## config.mk

```make
export PLATFORM = sky130hd
export DESIGN_NAME = multicycle_control_unit
export DESIGN_NICKNAME = d
export VERILOG_FILES = /design/src/rtl/cu_pkg.sv /design/src/rtl/cu_decoder.sv /design/src/rtl/multicycle_control_unit.sv
export SDC_FILE = /design/constraint.sdc
export NUM_CORES = 1
export LEC_CHECK = 0
export ABC_AREA = 1
export ABC_CLOCK_PERIOD_IN_PS = 1950
export CORE_MARGIN = 2
export CORE_UTILIZATION = 40
export DETAILED_ROUTE_END_ITERATION = 10
export PLACE_DENSITY = 0.8
export SETUP_SLACK_MARGIN = 0.3
export SLEW_MARGIN = 10
export SYNTH_ARGS = -nofsm -noshare
export SYNTH_HDL_FRONTEND = slang
export SYNTH_SLANG_ARGS = --single-unit
```

## constraint.sdc

```tcl
create_clock -name clk -period 1.95 [get_ports clk]
set_input_delay 0.4875 -clock clk [delete_from_list [all_inputs] [get_ports clk]]
set_output_delay 0.4875 -clock clk [all_outputs]
set_load 0.02 [all_outputs]
```

## src/rtl/cu_pkg.sv

```systemverilog
// Shared opcode/state encodings and instruction field helpers
// for the multi-cycle control unit.
package cu_pkg;

    typedef enum logic [3:0] {
        OP_NOP  = 4'b0000,
        OP_LDI  = 4'b0001,
        OP_ADD  = 4'b0010,
        OP_SUB  = 4'b0011,
        OP_AND  = 4'b0100,
        OP_OR   = 4'b0101,
        OP_XOR  = 4'b0110,
        OP_BEQZ = 4'b1000,
        OP_JMP  = 4'b1001,
        OP_HALT = 4'b1111
    } opcode_e;

    typedef enum logic [2:0] {
        S_IDLE,
        S_FETCH,
        S_DECODE,
        S_EXEC,
        S_WB,
        S_HALT
    } state_e;

    localparam int OP_MSB = 15;
    localparam int RD_MSB = 11;
    localparam int RS_MSB = 7;
    localparam int IMM_W  = 8;

    typedef struct packed {
        logic [3:0] alu_op;
        logic       rf_we_req;
        logic       rf_wsel;
        logic       is_branch;
        logic       is_jmp;
        logic       is_halt;
        logic       illegal;
    } dec_t;

    function automatic logic is_alu_op(input logic [3:0] op);
        return op inside {OP_ADD, OP_SUB, OP_AND, OP_OR, OP_XOR};
    endfunction

    function automatic logic writes_rf(input logic [3:0] op);
        return is_alu_op(op) || (op == OP_LDI);
    endfunction

endpackage

```

## src/rtl/cu_decoder.sv

```systemverilog
// Combinational instruction decoder: ir -> control bundle.
// Undefined opcodes flag illegal and otherwise behave as NOP.
module cu_decoder
    import cu_pkg::*;
(
    input  logic [15:0] ir,
    output dec_t        dec
);

    logic [3:0] op;

    assign op = ir[OP_MSB -: 4];

    always_comb begin
        dec        = '0;
        dec.alu_op = op;
        unique case (1'b1)
            writes_rf(op): begin
                dec.rf_we_req = 1'b1;
                dec.rf_wsel   = (op == OP_LDI);
            end
            (op == OP_BEQZ): dec.is_branch = 1'b1;
            (op == OP_JMP):  dec.is_jmp    = 1'b1;
            (op == OP_HALT): dec.is_halt   = 1'b1;
            (op == OP_NOP):  ;
            default:         dec.illegal   = 1'b1;
        endcase
    end

endmodule

```

## src/rtl/multicycle_control_unit.sv

```systemverilog
// FETCH/DECODE/EXEC/WB sequencer for the 16-bit RISC core.
// Define CU_INSTR_COUNT_EN to add the saturating instr_count output.
module multicycle_control_unit
    import cu_pkg::*;
#(
    parameter int DATA_W = 8,
    parameter int PC_W   = 3
) (
    input  logic              clk,
    input  logic              rst,
    input  logic              start,
    output logic [PC_W-1:0]   imem_addr,
    input  logic [15:0]       imem_rdata,
    output logic [3:0]        rf_raddr1,
    output logic [3:0]        rf_raddr2,
    input  logic [DATA_W-1:0] rf_rdata1,
    output logic              rf_we,
    output logic [3:0]        rf_waddr,
    output logic              rf_wsel,
    output logic [DATA_W-1:0] imm,
    output logic [3:0]        alu_op,
    output logic              busy,
    output logic              halted,
    output logic              retire,
`ifdef CU_INSTR_COUNT_EN
    output logic [31:0]       instr_count,
`endif
    output logic              illegal
);

    state_e          state;
    logic [PC_W-1:0] pc;
    logic [15:0]     ir;
    logic            taken;
    logic            opnd;
    dec_t            dec;

    cu_decoder u_dec (
        .ir  (ir),
        .dec (dec)
    );

    assign imem_addr = pc;
    assign opnd      = (state == S_EXEC) || (state == S_WB);
    assign rf_raddr1 = opnd ? ir[RD_MSB -: 4] : 4'd0;
    assign rf_raddr2 = opnd ? ir[RS_MSB -: 4] : 4'd0;
    assign alu_op    = opnd ? dec.alu_op : 4'd0;
    assign imm       = opnd ? DATA_W'(ir[IMM_W-1:0]) : '0;
    assign busy      = state inside {S_FETCH, S_DECODE, S_EXEC, S_WB};
    assign halted    = (state == S_HALT);

    always_ff @(posedge clk or posedge rst) begin
        if (rst) begin
            state    <= S_IDLE;
            pc       <= '0;
            ir       <= '0;
            taken    <= 1'b0;
            rf_we    <= 1'b0;
            rf_waddr <= 4'd0;
            rf_wsel  <= 1'b0;
            retire   <= 1'b0;
            illegal  <= 1'b0;
        end else begin
            rf_we    <= 1'b0;
            rf_waddr <= 4'd0;
            rf_wsel  <= 1'b0;
            retire   <= 1'b0;
            illegal  <= 1'b0;
            unique case (state)
                S_IDLE, S_HALT: begin
                    if (start) begin
                        state <= S_FETCH;
                        pc    <= '0;
                    end
                end
                S_FETCH:  state <= S_DECODE;
                S_DECODE: begin
                    ir    <= imem_rdata;
                    state <= S_EXEC;
                end
                S_EXEC: begin
                    // WB pulses are registered here so they line up with WB
                    taken    <= dec.is_jmp
                              | (dec.is_branch & (rf_rdata1 == '0));
                    rf_we    <= dec.rf_we_req;
                    rf_wsel  <= dec.rf_wsel;
                    rf_waddr <= ir[RD_MSB -: 4];
                    retire   <= 1'b1;
                    illegal  <= dec.illegal;
                    state    <= S_WB;
                end
                S_WB: begin
                    pc    <= taken ? ir[PC_W-1:0] : PC_W'(pc + 1'b1);
                    state <= dec.is_halt ? S_HALT : S_FETCH;
                end
                default: state <= S_IDLE;
            endcase
        end
    end

`ifdef CU_INSTR_COUNT_EN
    always_ff @(posedge clk or posedge rst) begin
        if (rst) begin
            instr_count <= '0;
        end else if (start && (state == S_IDLE || state == S_HALT)) begin
            instr_count <= '0;
        end else if (retire && (instr_count != '1)) begin
            instr_count <= instr_count + 32'd1;
        end
    end
`endif

endmodule

```

# [After elaboration in Yosys (flattened, before gate mapping)]
# Index checks and enable logic that the tools add are counted.
# W data, S select, Z words.
[classes] mux=20 add_sub_neg=1 div=0 n_eq_ne=15 n_reduce_logical=11 mul=0 shift=0 bitwise_logic=2 order_cmp=0
[ops] cell="$mux W4" n=4
[ops] cell="$pmux W3 S5" n=1
[ops] cell="$eq A4 B3 Y1 const B" n=3
[ops] cell="$eq A4 B4 Y1 const B" n=3
[ops] cell="$mux W3" n=4
[ops] cell="$eq A4 B2 Y1 const B" n=2
[ops] cell="$logic_not A8 Y1" n=1
[ops] cell="$mux W1" n=8
[ops] cell="$mux W8" n=1
[ops] cell="$eq A3 B2 Y1 const B" n=2
[ops] cell="$eq A3 B3 Y1 const B" n=2
[ops] cell="$pmux W3 S2" n=1
[ops] cell="$reduce_bool A5 Y1" n=1
[ops] cell="$reduce_or A5 Y1" n=1
[ops] cell="$eq A4 B1 Y1 const B" n=1
[ops] cell="$logic_not A4 Y1" n=1
[ops] cell="$reduce_bool A4 Y1" n=1
[ops] cell="$add A3 B1 Y3 const B" n=1
[ops] cell="$eq A3 B1 Y1 const B" n=1
[ops] cell="$logic_not A3 Y1" n=1
[ops] cell="$logic_or A1 B1 Y1" n=2
[ops] cell="$mux W2" n=1
[ops] cell="$ne A2 B2 Y1 const B" n=1
[ops] cell="$reduce_and A2 Y1" n=1
[ops] cell="4 further kinds" n=4
[totals] memories=0 elab_cells=58 romBits=0 latchBits=0 ramBits=0 ff_bits=31

# [Logic depth before layout (Yosys ltp)]
[depth] depth_word=6 ltp_mapped=8 depth_no_buf=6

# [Cells and area by module]
# Synthesis repeated with hierarchy kept, for this count alone.
[unflattened] cells_unflattened=196 hier_area_um2=1562.7
[modules_own_cells] module="multicycle_control_unit" cells_each=170 seq_area_each_um2=775.7 area_per_inst_um2=1437.6 instances=1
[modules_own_cells] module="cu_decoder" cells_each=26 seq_area_each_um2=0.0 area_per_inst_um2=125.1 instances=1

# [Least setup slack after synthesis]
# No wires, ideal clock.
[synth_timing] path_kind="register to output" from="reg state[1]" to="out rf_raddr2[0]" path_slack_ps=-11 stages_incl_launch_ff=9 t_arrival_ps=1474 cell_sequence="dfrtp_1 -> nand2_2 -> nor2_4 -> inv_2 -> nand2_2 -> inv_2 -> buf_6 -> nor2_1 -> buf_4"
[synth_between] elab_chain_len=3 word_cells_on_any_way=4 classes_between="eq/ne: 2; mux: 1; reduce/logical: 1"
[synth_lines] item="from (decl)" line="multicycle_control_unit.sv:31" text="state_e state;"
[synth_lines] item="from (signal assigned)" line="multicycle_control_unit.sv:94" text="state <= dec.is_halt ? S_HALT : S_FETCH;"
[synth_lines] item="$eq A3 B2 Y1 / $eq A3 B3 Y1 (equally long branches)" line="multicycle_control_unit.sv:44" text="assign opnd = (state == S_EXEC) || (state == S_WB);"
[synth_lines] item="$logic_or A1 B1 Y1 *" line="multicycle_control_unit.sv:44"
[synth_lines] item="$mux W4 *" line="multicycle_control_unit.sv:46" text="assign rf_raddr2 = opnd ? ir[RS_MSB -: 4] : 4'd0;"
[synth_lines] item="to (decl)" line="multicycle_control_unit.sv:15" text="output logic [3:0] rf_raddr2,"
# Every way passes the cells marked *; elsewhere a longest branch is shown, timed or not.

# [Worst setup path after layout]
[layout_timing] from="reg state[0]" to="out busy"
[layout_between] elab_chain_len=2 word_cells_on_any_way=5 classes_between="eq/ne: 4; reduce/logical: 1"
[layout_lines] item="$eq A3 B1 Y1 (tied with other cells)" line="multicycle_control_unit.sv:49" text="assign busy = state inside {S_FETCH, S_DECODE, S_EXEC, S_WB};"
[layout_lines] item="$reduce_bool A4 Y1 *" line="multicycle_control_unit.sv:49"
[layout_lines] item="to (decl)" line="multicycle_control_unit.sv:22" text="output logic busy,"
# Marked as above.

==> metrics.log <==
INFO  metric mostFrequentLayoutCells = 35 x nor2_1, 30 x dfrtp_1, 26 x clkdlybuf4s50_1
INFO  metric detail_route.first_pass.iterations = 4
INFO  metric insertedDiodeCount = 0
INFO  metric tritoncts_num_sinks = 31
INFO  metric drtAntennaViolNets = 0
INFO  metric netlist_area_pre_place = approximately 1400 µm²
INFO  metric time_the_final_worst_path_needs_with_i_o_delays_and_setup = roughly 1900 ps
INFO  metric floorplan.initialDensity = a little over two fifths
INFO  metric grt_start_max_net_pins = 33
INFO  metric floorplan.die.width = around 64 µm
INFO  metric fin_util = between 60% and 70%
INFO  metric number_of_primary_i_o_pins = 60
INFO  metric ctsLongestPathBuffers = 2
INFO  metric final.hold.worst_slack = about 510 ps
INFO  metric layout_commonest_cell = nor2_1
INFO  metric timing.critical_path.slowest_stage_cell = dfrtp_1
INFO  metric detail_route.vias_per_cell = around 4.6
INFO  metric wl_per_cell = around 11 µm
INFO  metric hold_path.class = input pin to async pin
INFO  metric synth_seq_cells = 31
INFO  metric drive_gt1_share = between 20% and 30%
INFO  metric syn-num-nets = 204
INFO  metric synthFlopType = dfrtp_1
INFO  metric critical_path_peak_fanout = 3
INFO  metric globalRouteOverflowTotal = 0
INFO  metric wire_length_of_the_first_global_routing_pass = roughly 6000 µm
INFO  metric grt_antenna_before_repair = 0
INFO  metric max_stage_delay = ~430 ps
INFO  metric gp_congestion = between 0.7 and 0.8
INFO  metric initialDrtViolationCount = between 80 and 90
INFO  metric max-slew-margin-rel = roughly three quarters
INFO  metric irDropWorstVdd = roughly 950 µV
INFO  metric placement.io_buffers = 59
INFO  metric yosys_warnings = 0
INFO  metric critical_path_endpoint_category = output port
INFO  metric finalSetupViolCount = 0
INFO  metric first_global_vias = 1368
INFO  metric groute.usage.overall = around 19%
INFO  metric synthToLayoutAreaGrowth = 58.8%
INFO  metric ctsRootBufferMaster = clkbuf_4
INFO  metric avgSynthCellArea = 8.15 µm²
INFO  metric final.period_utilization = between 90% and 100%
INFO  metric cts_inserted_buffers = 5
INFO  metric cts_htree_levels = 2
INFO  metric count_of_final_hold_check_violations = 0
INFO  metric rows = 21
INFO  metric drv_cap = 0
INFO  metric finalWirelength = ~3400 µm
INFO  metric vias = about 1400
INFO  metric critical_path_class = flop to output port
INFO  metric totalNegativeSetupSlack = 0 ps
INFO  metric cp.arrival = 1450 ps
INFO  metric timing.clock.skew = approximately 12 ps
INFO  metric rsz0062_at_grt = true
INFO  metric cts_tree = done
INFO  metric drcViolationCount = 0
INFO  metric critical_path.n_buffers_inverters = 2
INFO  metric cts_hold_buf = 0
INFO  metric required = between 1000 and 1500 ps
INFO  metric timing.critical_path.max_delay_family = simple AND/OR/NAND/NOR gates
INFO  metric core = between 3000 and 4000 µm²
INFO  metric start_kind = flop
INFO  metric crit_path_cell_trace = nand2_2 -> nor2_4 -> inv_2 -> nand2_4 -> or2_4 -> buf_6
INFO  metric final_net_count = 276
INFO  metric synth_seq_area_share = approximately 54%
INFO  metric worst_setup_hold_path_clk_slew = about 100 ps
INFO  metric yosysUniqueCellTypes = 20
INFO  metric chipHeight = between 60 and 70 µm
INFO  metric setup.reg_to_reg.worst_slack = roughly 600 ps
INFO  metric status = complete, no violations
INFO  metric fillerInstances = about 280
INFO  metric synth-async-reset-ratio = 100%
INFO  metric worst_pin_slew = 377 ps
INFO  metric clk-insertion-delay-late = about 340 ps
INFO  metric report.final.slew_viol_count = 0
INFO  metric synth-edff-count = 0
INFO  metric power_per_cell_area = between 1500 and 2000 nW/µm²
INFO  metric fmax = 0.517 GHz
INFO  metric die_area = just over 4000 µm²
INFO  metric detailed_place_hpwl = between 2000 and 2500 µm
INFO  metric total_power = 3.77 mW
INFO  metric synth_cells = 176
INFO  metric power.leakage = approximately 1.2 nW
## cells in the mapped netlist (2+ instances only)
library cell  count  area (µm²)
a21oi_1          20         100
o21ai_0           6        30.0
inv_1            23        86.3
nand4_1           2        12.5
buf_4             4        30.0
nor2_1           50         188
buf_2             3        15.0
dfrtp_1          31         776
nand2_1          20        75.1
nand3_1           2        10.0
inv_2             3        11.3
o211ai_1          3        22.5
nand2_2           2        12.5
## state kept, by name, summed over array words and instances (netlist names)
signal / cells
taken: 1
ir: 16
illegal: 1
rf_we: 1
rf_wsel: 1
imem_addr: 3
retire: 1
state: 3
rf_waddr: 4
## per-layer routing
| metal | global-route usage [%] | vias to the layer above | part of all wire [%] |
|---|---|---|---|
| li1 | - | 684 | - |
| met1 | 20.7 | 624 | 39 |
| met2 | 32.4 | 54 | 52 |
| met3 | 6.87 | 5 | 7.7 |
| met4 | 6.25 | 0 | 1.3 |
| met5 | 0 | - | 0 |
## worst register-to-register path, stage by stage, from the launching register on
cell and delay (ps):
dfrtp_2 470, buf_6 130, inv_2 50, buf_4 130, nor2_1 70, o21ai_0 300, nand2_1 80, nand2_1 60
## per-stage QoR
stage	cell area (µm²)	setup WS, ps	std cells
2_1_floorplan	1460	192	176
3_3_place_gp	2130	-123	283
3_5_place_dp	2130	-202	283
4_1_cts	2230	10.3	295
5_1_grt	2280	-67.1	295
6_report	2280	15.1	295
## final cells by class
class	count	area [µm²]	area share [%]
clock inverter	1	5.00	0.220
tap	46	57.6	2.52
timing repair buffer	73	698	30.6
inverter	26	105	4.61
sequential	31	777	34.1
multi-input combinational	111	592	26.0
clock buffer	7	45.0	1.98
## report_power, final
part           switching (mW)  internal [mW]
registers               0.176          0.913
logic                    1.33          0.995
clock network           0.215          0.140
## final timing paths
kind                         startpoint      endpoint  cells past startpoint
setup / recovery               state[0]          busy                      6
hold / removal                      rst  imem_addr[0]                      3
setup reg to reg               state[2]  imem_addr[1]                      7
hold reg to reg            imem_addr[1]  imem_addr[1]                      2
max in group asynchronous           rst      state[2]                      3
min in group clk           imem_addr[1]  imem_addr[1]                      2
## timing repair
action / 4_1_cts / 5_1_grt
setup buffers: 4 / 0
setup endpoints to repair: 33 / 22
pin swaps: 3 / 1
resized for setup: 152 / 14
## kinds of logic (layout without fill, tap and decap cells)
logic type / count (synthesis) / count (layout) / synth area share [%]
DFF: 31 / 31 / 54.1
buffers and inverters: 34 / 107 / 10.7
AOI/OAI and AO/OA: 29 / 29 / 10.6
and+or+nand+nor: 80 / 80 / 23.1
adders and majority gates: 1 / 1 / 0.872
xor gates and xnor gates: 1 / 1 / 0.610
Power figures use the tool's default switching activity.
